**src/rtl/wb_write_arbiter.sv**
```systemverilog
// Writeback arbiter: owns the RegisterFile write port, merging ALU results with a small
// FIFO of multi-cycle results, and tracks outstanding slow writes in a pending scoreboard.
module wb_write_arbiter #(
    parameter int unsigned DATA_W       = 16,
    parameter int unsigned ADDR_W       = 4,
    parameter int unsigned DEPTH        = 4,
    parameter int unsigned STARVE_LIMIT = 4
) (
    input  logic                 clk,
    input  logic                 rst,
    input  logic                 alu_valid,
    input  logic [ADDR_W-1:0]    alu_dst,
    input  logic [DATA_W-1:0]    alu_data,
    output logic                 alu_stall,
    input  logic                 slow_valid,
    output logic                 slow_ready,
    input  logic [ADDR_W-1:0]    slow_dst,
    input  logic [DATA_W-1:0]    slow_data,
    input  logic                 mark_valid,
    input  logic [ADDR_W-1:0]    mark_dst,
    output logic                 regwrite,
    output logic [ADDR_W-1:0]    regdst,
    output logic [DATA_W-1:0]    writedata,
    output logic [2**ADDR_W-1:0] pending
);

    localparam int unsigned PtrW  = $clog2(DEPTH);
    localparam int unsigned CntW  = $clog2(DEPTH + 1);
    localparam int unsigned StW   = $clog2(STARVE_LIMIT + 1);
    localparam int unsigned NRegs = 2**ADDR_W;

    logic [ADDR_W-1:0] fifo_dst_q  [DEPTH];
    logic [ADDR_W-1:0] fifo_dst_d  [DEPTH];
    logic [DATA_W-1:0] fifo_data_q [DEPTH];
    logic [DATA_W-1:0] fifo_data_d [DEPTH];
    logic [PtrW-1:0]   rd_ptr_q, rd_ptr_d;
    logic [PtrW-1:0]   wr_ptr_q, wr_ptr_d;
    logic [CntW-1:0]   count_q, count_d;
    logic [StW-1:0]    starve_q, starve_d;
    logic              alu_stall_q, alu_stall_d;
    logic              regwrite_q, regwrite_d;
    logic [ADDR_W-1:0] regdst_q, regdst_d;
    logic [DATA_W-1:0] writedata_q, writedata_d;
    logic              slow_commit_q, slow_commit_d;
    logic [NRegs-1:0]  pending_q, pending_d;

    logic push, pop, alu_win, fifo_nonempty;

    always_comb begin
        slow_ready    = !rst && (count_q != CntW'(DEPTH));
        fifo_nonempty = (count_q != '0);
        alu_win       = alu_valid && !alu_stall_q;
        pop           = !alu_win && fifo_nonempty;
        push          = slow_valid && slow_ready;
    end

    // Write-port selection: ALU first, then FIFO head, otherwise idle with held data.
    always_comb begin
        regwrite_d    = 1'b0;
        regdst_d      = regdst_q;
        writedata_d   = writedata_q;
        slow_commit_d = 1'b0;
        if (alu_win) begin
            regwrite_d  = 1'b1;
            regdst_d    = alu_dst;
            writedata_d = alu_data;
        end else if (pop) begin
            regwrite_d    = 1'b1;
            regdst_d      = fifo_dst_q[rd_ptr_q];
            writedata_d   = fifo_data_q[rd_ptr_q];
            slow_commit_d = 1'b1;
        end
    end

    // Counts ALU wins over a waiting FIFO; the stall forces exactly one pop.
    always_comb begin
        starve_d    = '0;
        alu_stall_d = 1'b0;
        if (alu_win && fifo_nonempty) begin
            starve_d    = starve_q + StW'(1);
            alu_stall_d = (starve_d == StW'(STARVE_LIMIT));
        end
    end

    always_comb begin
        fifo_dst_d  = fifo_dst_q;
        fifo_data_d = fifo_data_q;
        wr_ptr_d    = wr_ptr_q;
        rd_ptr_d    = rd_ptr_q;
        count_d     = count_q;
        if (push) begin
            fifo_dst_d[wr_ptr_q]  = slow_dst;
            fifo_data_d[wr_ptr_q] = slow_data;
            wr_ptr_d              = wr_ptr_q + PtrW'(1);
        end
        if (pop) begin
            rd_ptr_d = rd_ptr_q + PtrW'(1);
        end
        unique case ({push, pop})
            2'b10:   count_d = count_q + CntW'(1);
            2'b01:   count_d = count_q - CntW'(1);
            default: count_d = count_q;
        endcase
    end

    // Clear on the commit edge, then set, so a coincident mark wins.
    always_comb begin
        pending_d = pending_q;
        if (regwrite_q && slow_commit_q) begin
            pending_d[regdst_q] = 1'b0;
        end
        if (mark_valid) begin
            pending_d[mark_dst] = 1'b1;
        end
    end

    always_ff @(posedge clk) begin
        if (rst) begin
            rd_ptr_q      <= '0;
            wr_ptr_q      <= '0;
            count_q       <= '0;
            starve_q      <= '0;
            alu_stall_q   <= 1'b0;
            regwrite_q    <= 1'b0;
            regdst_q      <= '0;
            writedata_q   <= '0;
            slow_commit_q <= 1'b0;
            pending_q     <= '0;
        end else begin
            fifo_dst_q    <= fifo_dst_d;
            fifo_data_q   <= fifo_data_d;
            rd_ptr_q      <= rd_ptr_d;
            wr_ptr_q      <= wr_ptr_d;
            count_q       <= count_d;
            starve_q      <= starve_d;
            alu_stall_q   <= alu_stall_d;
            regwrite_q    <= regwrite_d;
            regdst_q      <= regdst_d;
            writedata_q   <= writedata_d;
            slow_commit_q <= slow_commit_d;
            pending_q     <= pending_d;
        end
    end

    assign alu_stall = alu_stall_q;
    assign regwrite  = regwrite_q;
    assign regdst    = regdst_q;
    assign writedata = writedata_q;
    assign pending   = pending_q;

endmodule

```
**config.mk**
```make
export PLATFORM = sky130hd
export DESIGN_NAME = wb_write_arbiter
export DESIGN_NICKNAME = d
export VERILOG_FILES = /design/src/rtl/wb_write_arbiter.sv
export SDC_FILE = /design/constraint.sdc
export NUM_CORES = 1
export LEC_CHECK = 0
export CORE_ASPECT_RATIO = 1.5
export CORE_UTILIZATION = 25
export DETAILED_ROUTE_END_ITERATION = 12
export GPL_ROUTABILITY_DRIVEN = 1
export SLEW_MARGIN = 5
export SYNTH_ARGS = -nofsm -noshare
export SYNTH_HDL_FRONTEND = slang
export SYNTH_SLANG_ARGS = --single-unit
export TNS_END_PERCENT = 100
```
**constraint.sdc**
```tcl
create_clock -name clk -period 2.45 [get_ports clk]
set_input_delay 0.49 -clock clk [delete_from_list [all_inputs] [get_ports clk]]
set_output_delay 0.49 -clock clk [all_outputs]
set_load 0.01 [all_outputs]
```
==> flow_metrics.env <==
export IMPL_overflow=0
export IMPL_drtIter0Drc=132
export IMPL_ys_seq_elements=129
export IMPL_power_density_nw_per_um2=954
export IMPL_setup_viol=0
export IMPL_fillers=2093
export IMPL_rows=65
export IMPL_post_cts_resized=0
export IMPL_slew_viol_final=0
export IMPL_synthDistinctLibCells=49
export IMPL_cp_max_fo=5
export IMPL_start_util_pct=25.5
export IMPL_ir_drop_uv=480
export IMPL_worst_slack_ns=0.244
export IMPL_final_common_cell="clkdlybuf4s50_1"
export IMPL_fp_dieH_um=181
export IMPL_h_tree_depth=4
export IMPL_met1_length_um=5200
export IMPL_max_slew_margin_pct=62.4
export IMPL_n_antenna_cell=0
export IMPL_p_leak_nw=2.39
export IMPL_vias=3721
export IMPL_clk_pin_slew_ns=0.06
export IMPL_synth_flop_cell="edfxtp_1"
export IMPL_hpwl_um=9170
export IMPL_rsz0062_at_grt="false"
export IMPL_synth_async_reset_ratio_pct=0
export IMPL_cp_end_kind="output pin"
export IMPL_grt_pass1_wl_um=20800
export IMPL_cts_inserted_buffers=17
export IMPL_final_cell_mix="clkdlybuf4s50_1 (87), edfxtp_1 (80), dfxtp_1 (48)"
export IMPL_clock_skew_ns=0.00784
export IMPL_seq_area_um2=3380
export IMPL_syn_nets=461
export IMPL_clkLatencyLatePin_ns=0.41
export IMPL_final_area_um2=7160
export IMPL_syn_area_um2=5360
export IMPL_hp_class="flip-flop to flip-flop"
export IMPL_critical_path_required_ns=1.96
export IMPL_routed_wl_um=13300
export IMPL_syn_mean_instance_area_um2=13.3
export IMPL_drive_gt1_share_pct=20.0
export IMPL_outcome="finished clean"
export IMPL_fin_util_pct=34.1
export IMPL_critPathKind="flip-flop to output pin"
export IMPL_highest_layer="met4"
export IMPL_die_w_um=122
export IMPL_worst_pin_slew_ns=0.564
export IMPL_maxCapViolCount=0
export IMPL_port_buffers=87
export IMPL_post_drt_wl_per_cell_um=17.0
export IMPL_ant_nets=0
export IMPL_grt_use_total_pct=12.7
export IMPL_avgViaCountPerCell=4.75
export IMPL_syn_to_final_growth_pct=33.7
export IMPL_cts_root_buffer="clkbuf_16"
export IMPL_cts_path_max_buffers=2
export IMPL_dr_pass1_iters=5
export IMPL_hold_violations=0
export IMPL_drc=0
export IMPL_cp_arrival_ns=1.72
export IMPL_place_gp_congestion=0.764
export IMPL_dpl_worst_slack_ns=-0.0603
export IMPL_clock_sinks=129
export IMPL_cts_tree="yes"
export IMPL_grt_pass1_vias=3982
export IMPL_finalCriticalPeriod_ns=2.21
export IMPL_grt_max_degree=44
export IMPL_finalCritPeriodShare_pct=90.1
export IMPL_route_met3_wl_um=464
export IMPL_yosysWarnings=0
export IMPL_postCtsHoldBufs=0
export IMPL_layout_nets=560
export IMPL_ios=88
export IMPL_antenna_found_initial=0
export IMPL_power_mw=6.84
export IMPL_coreArea_um2=21000
export IMPL_start_kind="flip-flop"
export IMPL_multi_input_area_um2=1770
export IMPL_postCtsSetupBuffers=0
export IMPL_synthesis_instances=404
export IMPL_placed_area_um2=6570
export IMPL_route_met2_wl_um=7430
export IMPL_yosysSeqAreaShare_pct=63.2
export IMPL_max_freq_ghz=0.453
export IMPL_synth_edf_count=80
export IMPL_die_area_um2=22000
-- logic make-up (layout without fill, tap and decap cells) --
family	Yosys count	count (layout)	synth area share [%]
flops	129	129	63.2
simple gates	104	104	10.5
compound gates	79	79	11.0
xor+xnor	3	3	0.491
buf+inv	39	151	4.06
mux	42	42	8.76
fa+ha+maj	8	8	2.01
-- Yosys cell counts (all sizes together), types with 2 or more instances --
master,count,share of area [%]
nor3,5,0.68
ha,7,1.6
dfxtp,49,18
o31ai,17,2.6
buf,17,2.1
a21oi,4,0.37
nand2b,3,0.35
o211ai,8,1.1
or3,4,0.56
mux2,39,8.2
edfxtp,80,45
nor4,3,0.35
inv,8,0.56
o311ai,7,1.1
o21ai,17,1.6
a311oi,4,0.65
clkinv,2,0.14
a41oi,17,2.8
xor2,2,0.33
nand3,40,3.7
and2,5,0.58
o31a,2,0.33
nand2,22,1.6
mux2i,3,0.56
nand3b,4,0.56
nor2,9,0.63
nor3b,2,0.37
clkbuf,12,1.2
-- state kept, by name, indices dropped and copies added, names as in the netlist --
name and flops:
regwrite 1, alu_stall 1, writedata 16, regdst 4
slow_commit_q 1, rd_ptr_q 2, count_q 3, fifo_dst_q 16
pending 16, wr_ptr_q 2, starve_q 3, fifo_data_q 64
-- power by group --
group	switching [mW]	leakage, nW	internal [mW]
logic	0.797	0.970	0.775
clock network	0.956	0.293	1.54
registers	0.217	1.13	2.55
-- metrics by stage --
stage | hold slack (ns) | TNS, ns | std cells
after floorplan | 0.438 | 0 | 404
after global placement | 0.458 | -0.00945 | 752
after detailed placement | 0.464 | -0.0603 | 752
after CTS | 0.473 | 0 | 784
after global routing | 0.502 | 0 | 784
final | 0.474 | 0 | 784
-- layer usage --
metal | GRT usage [%] | up-vias
met5 | 0 | -
met4 | 6.47 | 0
met3 | 2.97 | 16
met2 | 23.4 | 108
met1 | 13.1 | 1839
li1 | - | 1758
-- layout make-up --
class                      instances  share of cell area [%]
multi-input combinational        236                    24.6
timing repair buffer             109                    14.6
tap                              268                    4.68
clock buffer                      19                    6.18
sequential                       129                    47.2
clock inverter                    13                    2.08
inverter                          10                   0.524
-- final timing paths --
path	startpoint	to	slack [ns]	cells after the start
worst max-delay path	count_q[2]	slow_ready	0.24	3
worst min-delay path	starve_q[0]	starve_q[0]	0.47	1
worst max register to register	count_q[2]	count_q[2]	0.25	9
worst min register to register	starve_q[0]	starve_q[0]	0.47	1
-- critical path, stage by stage (launching register included) --
cell and delay (ns):
dfxtp_1 0.42, nor3b_1 0.33, nor2_1 0.07, clkdlybuf4s50_1 0.48
(Power assumes the default switching activity.)
